--- config.mk ---
export PLATFORM = sky130hd
export DESIGN_NAME = npu_tile_scheduler
export DESIGN_NICKNAME = d
export VERILOG_FILES = /design/src/rtl/npu_tile_scheduler_pkg.sv /design/src/rtl/npu_tile_scheduler_addr_gen.sv /design/src/rtl/npu_tile_scheduler.sv
export SDC_FILE = /design/constraint.sdc
export NUM_CORES = 1
export LEC_CHECK = 0
export BUFFER_PORTS_ARGS = -buffer_cell sky130_fd_sc_hd__buf_4
export CAP_MARGIN = 40
export CELL_PAD_IN_SITES_DETAIL_PLACEMENT = 0
export CELL_PAD_IN_SITES_GLOBAL_PLACEMENT = 1
export CORE_UTILIZATION = 42
export DETAILED_ROUTE_END_ITERATION = 6
export PLACE_DENSITY_LB_ADDON = 0.1
export SYNTH_ARGS = -nofsm -noshare
export SYNTH_HDL_FRONTEND = slang
export SYNTH_HIERARCHICAL = 1
export SYNTH_SLANG_ARGS = --single-unit
--- constraint.sdc ---
create_clock -name clk_i -period 4.28 [get_ports clk_i]
set_clock_uncertainty 0.1 [all_clocks]
set_input_delay 1.07 -clock clk_i [delete_from_list [all_inputs] [get_ports clk_i]]
set_output_delay 1.07 -clock clk_i [all_outputs]
set_load 0.03 [all_outputs]
--- src/rtl/npu_tile_scheduler_pkg.sv ---
// Shared types and tile geometry for the NPU tile scheduler.
// The default tile shape is fixed here and sized into tile_cmd_t.
package pkg_npu_sched;

    localparam int TILE_ROWS  = 16;
    localparam int TILE_COLS  = 16;
    localparam int CMD_ADDR_W = 32;
    localparam int CMD_DIM_W  = 16;

    typedef enum logic [2:0] {
        S_IDLE  = 3'd0,
        S_CHECK = 3'd1,
        S_ISSUE = 3'd2,
        S_WAIT  = 3'd3,
        S_NEXT  = 3'd4,
        S_FIN   = 3'd5
    } sched_state_e;

    // Command view at the default tile geometry.
    typedef struct packed {
        logic [CMD_ADDR_W-1:0]      a_base;
        logic [CMD_ADDR_W-1:0]      w_base;
        logic [CMD_ADDR_W-1:0]      o_base;
        logic [$clog2(TILE_ROWS):0] rows;
        logic [$clog2(TILE_COLS):0] cols;
        logic [CMD_DIM_W-1:0]       k;
    } tile_cmd_t;

endpackage

--- src/rtl/npu_tile_scheduler_addr_gen.sv ---
// Remainder counters and base-pointer adders for the output-tile walk.
// All pointer movement is incremental; adds wrap at ADDR_WIDTH.
module npu_tile_addr_gen
    import pkg_npu_sched::*;
#(
    parameter int ADDR_WIDTH = 32,
    parameter int DIM_W      = 16,
    parameter int ARRAY_N    = TILE_ROWS,
    parameter int ARRAY_M    = TILE_COLS
) (
    input  logic                  clk_i,
    input  logic                  rst_ni,
    input  logic                  init_i,
    input  logic                  step_n_i,
    input  logic                  step_m_i,
    input  logic [DIM_W-1:0]      cfg_m_i,
    input  logic [DIM_W-1:0]      cfg_n_i,
    input  logic [DIM_W-1:0]      cfg_k_i,
    input  logic [ADDR_WIDTH-1:0] a_base_i,
    input  logic [ADDR_WIDTH-1:0] w_base_i,
    input  logic [ADDR_WIDTH-1:0] o_base_i,
    output logic [DIM_W-1:0]      m_rem_o,
    output logic [DIM_W-1:0]      n_rem_o,
    output logic [ADDR_WIDTH-1:0] a_ptr_o,
    output logic [ADDR_WIDTH-1:0] w_ptr_o,
    output logic [ADDR_WIDTH-1:0] o_ptr_o,
    output logic                  last_n_o,
    output logic                  last_m_o
);

    localparam logic [DIM_W-1:0]      STEP_M = DIM_W'(ARRAY_N);
    localparam logic [DIM_W-1:0]      STEP_N = DIM_W'(ARRAY_M);
    localparam logic [ADDR_WIDTH-1:0] O_STEP = ADDR_WIDTH'(ARRAY_N);

    logic [DIM_W-1:0]      m_rem_q, m_rem_d, n_rem_q, n_rem_d;
    logic [ADDR_WIDTH-1:0] a_ptr_q, a_ptr_d, w_ptr_q, w_ptr_d, o_ptr_q, o_ptr_d;
    logic [ADDR_WIDTH-1:0] k_ext;

    assign k_ext = ADDR_WIDTH'(cfg_k_i);

    always_comb begin
        m_rem_d = m_rem_q;
        n_rem_d = n_rem_q;
        a_ptr_d = a_ptr_q;
        w_ptr_d = w_ptr_q;
        o_ptr_d = o_ptr_q;
        if (init_i) begin
            m_rem_d = cfg_m_i;
            n_rem_d = cfg_n_i;
            a_ptr_d = a_base_i;
            w_ptr_d = w_base_i;
            o_ptr_d = o_base_i;
        end else if (step_m_i) begin
            // Wrap to the first column of the next row band.
            m_rem_d = m_rem_q - STEP_M;
            n_rem_d = cfg_n_i;
            w_ptr_d = w_base_i;
            a_ptr_d = a_ptr_q + k_ext;
            o_ptr_d = o_ptr_q + O_STEP;
        end else if (step_n_i) begin
            n_rem_d = n_rem_q - STEP_N;
            w_ptr_d = w_ptr_q + k_ext;
            o_ptr_d = o_ptr_q + O_STEP;
        end
    end

    always_ff @(posedge clk_i or negedge rst_ni) begin
        if (!rst_ni) begin
            m_rem_q <= '0;
            n_rem_q <= '0;
            a_ptr_q <= '0;
            w_ptr_q <= '0;
            o_ptr_q <= '0;
        end else begin
            m_rem_q <= m_rem_d;
            n_rem_q <= n_rem_d;
            a_ptr_q <= a_ptr_d;
            w_ptr_q <= w_ptr_d;
            o_ptr_q <= o_ptr_d;
        end
    end

    assign m_rem_o  = m_rem_q;
    assign n_rem_o  = n_rem_q;
    assign a_ptr_o  = a_ptr_q;
    assign w_ptr_o  = w_ptr_q;
    assign o_ptr_o  = o_ptr_q;
    assign last_n_o = (n_rem_q <= STEP_N);
    assign last_m_o = (m_rem_q <= STEP_M);

endmodule

--- src/rtl/npu_tile_scheduler.sv ---
// GEMM tile scheduler: walks output tiles (n inner, m outer), issues one
// command per tile over valid/ready and waits for its completion pulse.
module npu_tile_scheduler
    import pkg_npu_sched::*;
#(
    parameter int ADDR_WIDTH = 32,
    parameter int ARRAY_N    = TILE_ROWS,
    parameter int ARRAY_M    = TILE_COLS,
    parameter int DIM_W      = 16,
    localparam int RW        = $clog2(ARRAY_N) + 1,
    localparam int CW        = $clog2(ARRAY_M) + 1
) (
    input  logic                  clk_i,
    input  logic                  rst_ni,
    input  logic                  start_i,
    input  logic                  abort_i,
    input  logic [DIM_W-1:0]      cfg_m_i,
    input  logic [DIM_W-1:0]      cfg_n_i,
    input  logic [DIM_W-1:0]      cfg_k_i,
    input  logic [ADDR_WIDTH-1:0] cfg_a_base_i,
    input  logic [ADDR_WIDTH-1:0] cfg_w_base_i,
    input  logic [ADDR_WIDTH-1:0] cfg_o_base_i,
    output logic                  cmd_valid_o,
    input  logic                  cmd_ready_i,
    output logic [ADDR_WIDTH-1:0] cmd_a_base_o,
    output logic [ADDR_WIDTH-1:0] cmd_w_base_o,
    output logic [ADDR_WIDTH-1:0] cmd_o_base_o,
    output logic [RW-1:0]         cmd_num_rows_o,
    output logic [CW-1:0]         cmd_num_cols_o,
    output logic [DIM_W-1:0]      cmd_k_o,
    input  logic                  op_done_i,
    output logic                  busy_o,
    output logic                  done_o,
    output logic                  err_o,
    output logic [15:0]           tile_cnt_o
);

    sched_state_e          state_q, state_d;
    logic                  err_q, err_d;
    logic [15:0]           tile_cnt_q, tile_cnt_d;
    logic [DIM_W-1:0]      cfg_m_q, cfg_m_d, cfg_n_q, cfg_n_d, cfg_k_q, cfg_k_d;
    logic [ADDR_WIDTH-1:0] cfg_a_q, cfg_a_d, cfg_w_q, cfg_w_d, cfg_o_q, cfg_o_d;
    logic                  init, step_n, step_m, last_n, last_m;
    logic [DIM_W-1:0]      m_rem, n_rem;

    npu_tile_addr_gen #(
        .ADDR_WIDTH (ADDR_WIDTH),
        .DIM_W      (DIM_W),
        .ARRAY_N    (ARRAY_N),
        .ARRAY_M    (ARRAY_M)
    ) u_addr_gen (
        .clk_i    (clk_i),
        .rst_ni   (rst_ni),
        .init_i   (init),
        .step_n_i (step_n),
        .step_m_i (step_m),
        .cfg_m_i  (cfg_m_q),
        .cfg_n_i  (cfg_n_q),
        .cfg_k_i  (cfg_k_q),
        .a_base_i (cfg_a_q),
        .w_base_i (cfg_w_q),
        .o_base_i (cfg_o_q),
        .m_rem_o  (m_rem),
        .n_rem_o  (n_rem),
        .a_ptr_o  (cmd_a_base_o),
        .w_ptr_o  (cmd_w_base_o),
        .o_ptr_o  (cmd_o_base_o),
        .last_n_o (last_n),
        .last_m_o (last_m)
    );

    always_comb begin
        state_d    = state_q;
        err_d      = err_q;
        tile_cnt_d = tile_cnt_q;
        cfg_m_d    = cfg_m_q;
        cfg_n_d    = cfg_n_q;
        cfg_k_d    = cfg_k_q;
        cfg_a_d    = cfg_a_q;
        cfg_w_d    = cfg_w_q;
        cfg_o_d    = cfg_o_q;
        init       = 1'b0;
        step_n     = 1'b0;
        step_m     = 1'b0;
        unique case (state_q)
            S_IDLE: if (start_i) begin
                state_d    = S_CHECK;
                err_d      = 1'b0;
                tile_cnt_d = '0;
                cfg_m_d    = cfg_m_i;
                cfg_n_d    = cfg_n_i;
                cfg_k_d    = cfg_k_i;
                cfg_a_d    = cfg_a_base_i;
                cfg_w_d    = cfg_w_base_i;
                cfg_o_d    = cfg_o_base_i;
            end
            S_CHECK: begin
                if (cfg_m_q == '0 || cfg_n_q == '0 || cfg_k_q == '0) begin
                    err_d   = 1'b1;
                    state_d = S_FIN;
                end else begin
                    init    = 1'b1;
                    state_d = S_ISSUE;
                end
            end
            S_ISSUE: if (cmd_ready_i) state_d = S_WAIT;
            S_WAIT: if (op_done_i) begin
                state_d = S_NEXT;
                if (tile_cnt_q != 16'hFFFF) tile_cnt_d = tile_cnt_q + 16'd1;
            end
            S_NEXT: begin
                if (!last_n) begin
                    step_n  = 1'b1;
                    state_d = S_ISSUE;
                end else if (!last_m) begin
                    step_m  = 1'b1;
                    state_d = S_ISSUE;
                end else begin
                    state_d = S_FIN;
                end
            end
            S_FIN:   state_d = S_IDLE;
            default: state_d = S_IDLE;
        endcase
        // Abort overrides everything in the active states, including a
        // same-cycle handshake or completion.
        if (abort_i && (state_q inside {S_CHECK, S_ISSUE, S_WAIT, S_NEXT})) begin
            state_d    = S_IDLE;
            err_d      = 1'b1;
            tile_cnt_d = tile_cnt_q;
            init       = 1'b0;
            step_n     = 1'b0;
            step_m     = 1'b0;
        end
    end

    always_ff @(posedge clk_i or negedge rst_ni) begin
        if (!rst_ni) begin
            state_q    <= S_IDLE;
            err_q      <= 1'b0;
            tile_cnt_q <= '0;
            cfg_m_q    <= '0;
            cfg_n_q    <= '0;
            cfg_k_q    <= '0;
            cfg_a_q    <= '0;
            cfg_w_q    <= '0;
            cfg_o_q    <= '0;
        end else begin
            state_q    <= state_d;
            err_q      <= err_d;
            tile_cnt_q <= tile_cnt_d;
            cfg_m_q    <= cfg_m_d;
            cfg_n_q    <= cfg_n_d;
            cfg_k_q    <= cfg_k_d;
            cfg_a_q    <= cfg_a_d;
            cfg_w_q    <= cfg_w_d;
            cfg_o_q    <= cfg_o_d;
        end
    end

    assign cmd_valid_o    = (state_q == S_ISSUE);
    assign busy_o         = (state_q != S_IDLE);
    assign done_o         = (state_q == S_FIN);
    assign err_o          = err_q;
    assign tile_cnt_o     = tile_cnt_q;
    assign cmd_k_o        = cfg_k_q;
    assign cmd_num_rows_o = (m_rem >= DIM_W'(ARRAY_N)) ? RW'(ARRAY_N) : RW'(m_rem);
    assign cmd_num_cols_o = (n_rem >= DIM_W'(ARRAY_M)) ? CW'(ARRAY_M) : CW'(n_rem);

endmodule
==> results.json <==
{
  "status": "completed",
  "wire_per_inst_um": 17.36,
  "cp_max_fo": 48,
  "slew_headroom_pct": 45.90,
  "cts_resized": 0,
  "die_w_um": 193.6,
  "min_path_type": "register to register",
  "die_area_mm2": 0.03749,
  "chipHeight_um": 193.6,
  "ys_seq_area_share_pct": 47.38,
  "synth-seq-cells": 292,
  "path_clk_slew_ns": 0.06,
  "grt_pass1_wl_um": 70790,
  "hpwlAfterDp_um": 31150,
  "p_leak_nw": 9.107,
  "viasPerCell": 5.249,
  "p_per_area_mw_per_mm2": 752.9,
  "crit_path_frequent_cell": "buf_4",
  "postCtsSetupRepairBufs": 0,
  "cts_made_buffers": 35,
  "startpoint_type": "register",
  "clock-sinks": 292,
  "drive_gt1_share_pct": 20.13,
  "worst_slew_pin_slew_ns": 0.8055,
  "setup_viol": 0,
  "root_buffer": "clkbuf_16",
  "drc": 0,
  "crit_chain": "or4_1 > or2_2 > nor4_1 > buf_4 > inv_1 > nor4b_2 > buf_4 > inv_1 > buf_4 > nand2_2 > buf_4 > o21ai_0",
  "grtUsageTotal_pct": 23.33,
  "core-area_mm2": 0.03583,
  "area_delta_synth_final_pct": 24.33,
  "async_flop_share_pct": 100.0,
  "cpMaxStageDelayCell": "or4_1",
  "crit_arrival_ns": 4.14,
  "vias": 13200,
  "period_share_pct": 90.43,
  "yosys_most_used_dff": "dfrtp_1",
  "placed_area_mm2": 0.01795,
  "first_iter_violations": 544,
  "grt_max_degree": 104,
  "clockBufferDepth": 3,
  "nFillCells": 3407,
  "wl_um": 43650,
  "fmax_mhz": 258.4,
  "synth.distinct_cells": 82,
  "max_stage_delay_ns": 0.56,
  "netlist_area_mm2": 0.01542,
  "fin_crit_ns": 3.870,
  "htreeDepth": 2,
  "place.gp.congestion": 0.8710,
  "tritoncts": "yes",
  "hold_viol_final": 0,
  "hold_buffers": 0,
  "grt_pass1_vias": 12920,
  "syn_nets": 1950,
  "yosys_warnings": 6,
  "worstPathRequired_ns": 4.55,
  "syn_inst": 1760,
  "setup-tns-final_ns": 0,
  "dr.pass1.iters": 4,
  "rsz0062_at_grt": "false",
  "drtAntennaViolNets": 0,
  "peakVddDrop_mv": 0.3254,
  "synth_edf_count": 0,
  "design_area_mm2": 0.01917,
  "num_rows": 69,
  "critPathCaptureType": "register",
  "slew_viol_final": 0,
  "avgSynthCellArea_um2": 8.762,
  "nets": 2219,
  "io_pins": 292,
  "grt_overflow": 0,
  "initial_utilization_pct": 43.04,
  "cap_violations": 0,
  "grt_antenna_before_repair": 1,
  "crit_type": "register to register",
  "clock_latency_ns": 0.51,
  "io_buffer_count": 291
}
[layer usage]
layer,GRT usage (%),wire (um)
met1,31.81,19970
met3,4.436,2356
met2,38.33,20540
met5,0,0
met4,5.541,786
[cells in the mapped netlist, types with 17 or more instances]
cell type	number	area share (%)
a211oi_1	17	0.83
a21oi_1	57	1.8
buf_2	18	0.58
buf_6	23	1.7
clkbuf_1	34	0.83
dfrtp_1	292	47
ha_1	38	3.1
inv_1	22	0.54
mux2i_1	40	2.6
nand2_1	618	15
nand3_1	36	1.2
nor2_1	76	1.8
nor3_1	19	0.62
nor4_1	33	1.3
o21ai_0	109	3.5
xnor2_1	50	2.8
xor2_1	33	1.9
[worst max-delay path: cells and delay by family, from the launching register on]
family	cells	cell delay (ns)
compound gates	1	0.18
buf+inv	6	1.15
flops	1	0.41
simple gates	5	1.86
[final cells by class]
| cell class | count | area [um2] | area share [%] |
|---|---|---|---|
| inverter | 23 | 86.33 | 0.4503 |
| clock buffer | 49 | 1031 | 5.377 |
| clock inverter | 11 | 186.4 | 0.9723 |
| sequential | 292 | 7307 | 38.11 |
| antenna | 1 | 2.502 | 0.01305 |
| tap | 461 | 576.8 | 3.008 |
| timing repair buffer | 315 | 2435 | 12.70 |
| multi-input combinational | 1362 | 7548 | 39.37 |
[registers in the layout, summed over array words and instances, names as in the netlist]
signal / count
u_addr_gen/w_ptr_o: 32
cfg_m_q: 16
err_o: 1
cfg_w_q: 32
u_addr_gen/m_rem_o: 16
cfg_o_q: 32
cfg_n_q: 16
u_addr_gen/a_ptr_o: 32
cfg_a_q: 32
u_addr_gen/n_rem_o: 16
tile_cnt_o: 16
u_addr_gen/o_ptr_o: 32
state_q: 3
cmd_k_o: 16
[layout by cell type, fill, tap and decap left out, drive strengths merged, types with 36 or more instances in the layout]
master / instances
xnor2: 50
ha: 38
dfrtp: 292
o21ai: 120
clkbuf: 49
a21oi: 59
nand3: 36
mux2i: 40
buf: 315
nand2: 618
nor2: 76
[stage by stage]
stage               utilization [%]  instances  setup slack [ns]  total power [mW]  hold slack (ns)
floorplan                         -       1760            0.7198             9.319           0.3394
global placement              50.09       2452            0.4337             11.26           0.3526
detailed placement            50.11       2453            0.3585             11.36           0.3611
CTS                           53.51       2513            0.3228             14.59           0.3743
global route                  53.51       2513            0.1024             15.52           0.3931
finish                        53.51       2514            0.4098             14.44           0.3724
[cells by family after synthesis]
group | count (synthesis) | synth area share, %
and+or+nand+nor | 895 | 25.48
AOI/OAI and AO/OA | 293 | 11.79
DFF | 292 | 47.38
buffers and inverters | 106 | 3.894
xor gates and xnor gates | 83 | 4.714
muxes | 51 | 3.400
adders and majority gates | 40 | 3.343
[final timing paths]
path                                            start                endpoint  slack [ns]  cells past startpoint
worst min register to register             cfg_o_q[2]              cfg_o_q[2]        0.37                      2
worst max register to register  u_addr_gen/n_rem_o[8]  u_addr_gen/w_ptr_o[19]        0.41                     12
min in group asynchronous                      rst_ni             cfg_w_q[16]        0.46                      1
max in group asynchronous                      rst_ni              cfg_o_q[8]        2.63                      2
worst min-delay path                       cfg_o_q[2]              cfg_o_q[2]        0.37                      2
worst max-delay path            u_addr_gen/n_rem_o[8]  u_addr_gen/w_ptr_o[19]        0.41                     12
[power breakdown]
part           switching [mW]  leakage (nW)  internal, mW  total [mW]
clock network            1.17         0.597          1.98        3.15
logic                    3.73          4.85          2.42        6.14
registers                1.22          3.66          3.92        5.15
total                    6.12          9.11          8.32        14.4
Power figures use the tool's default switching activity.
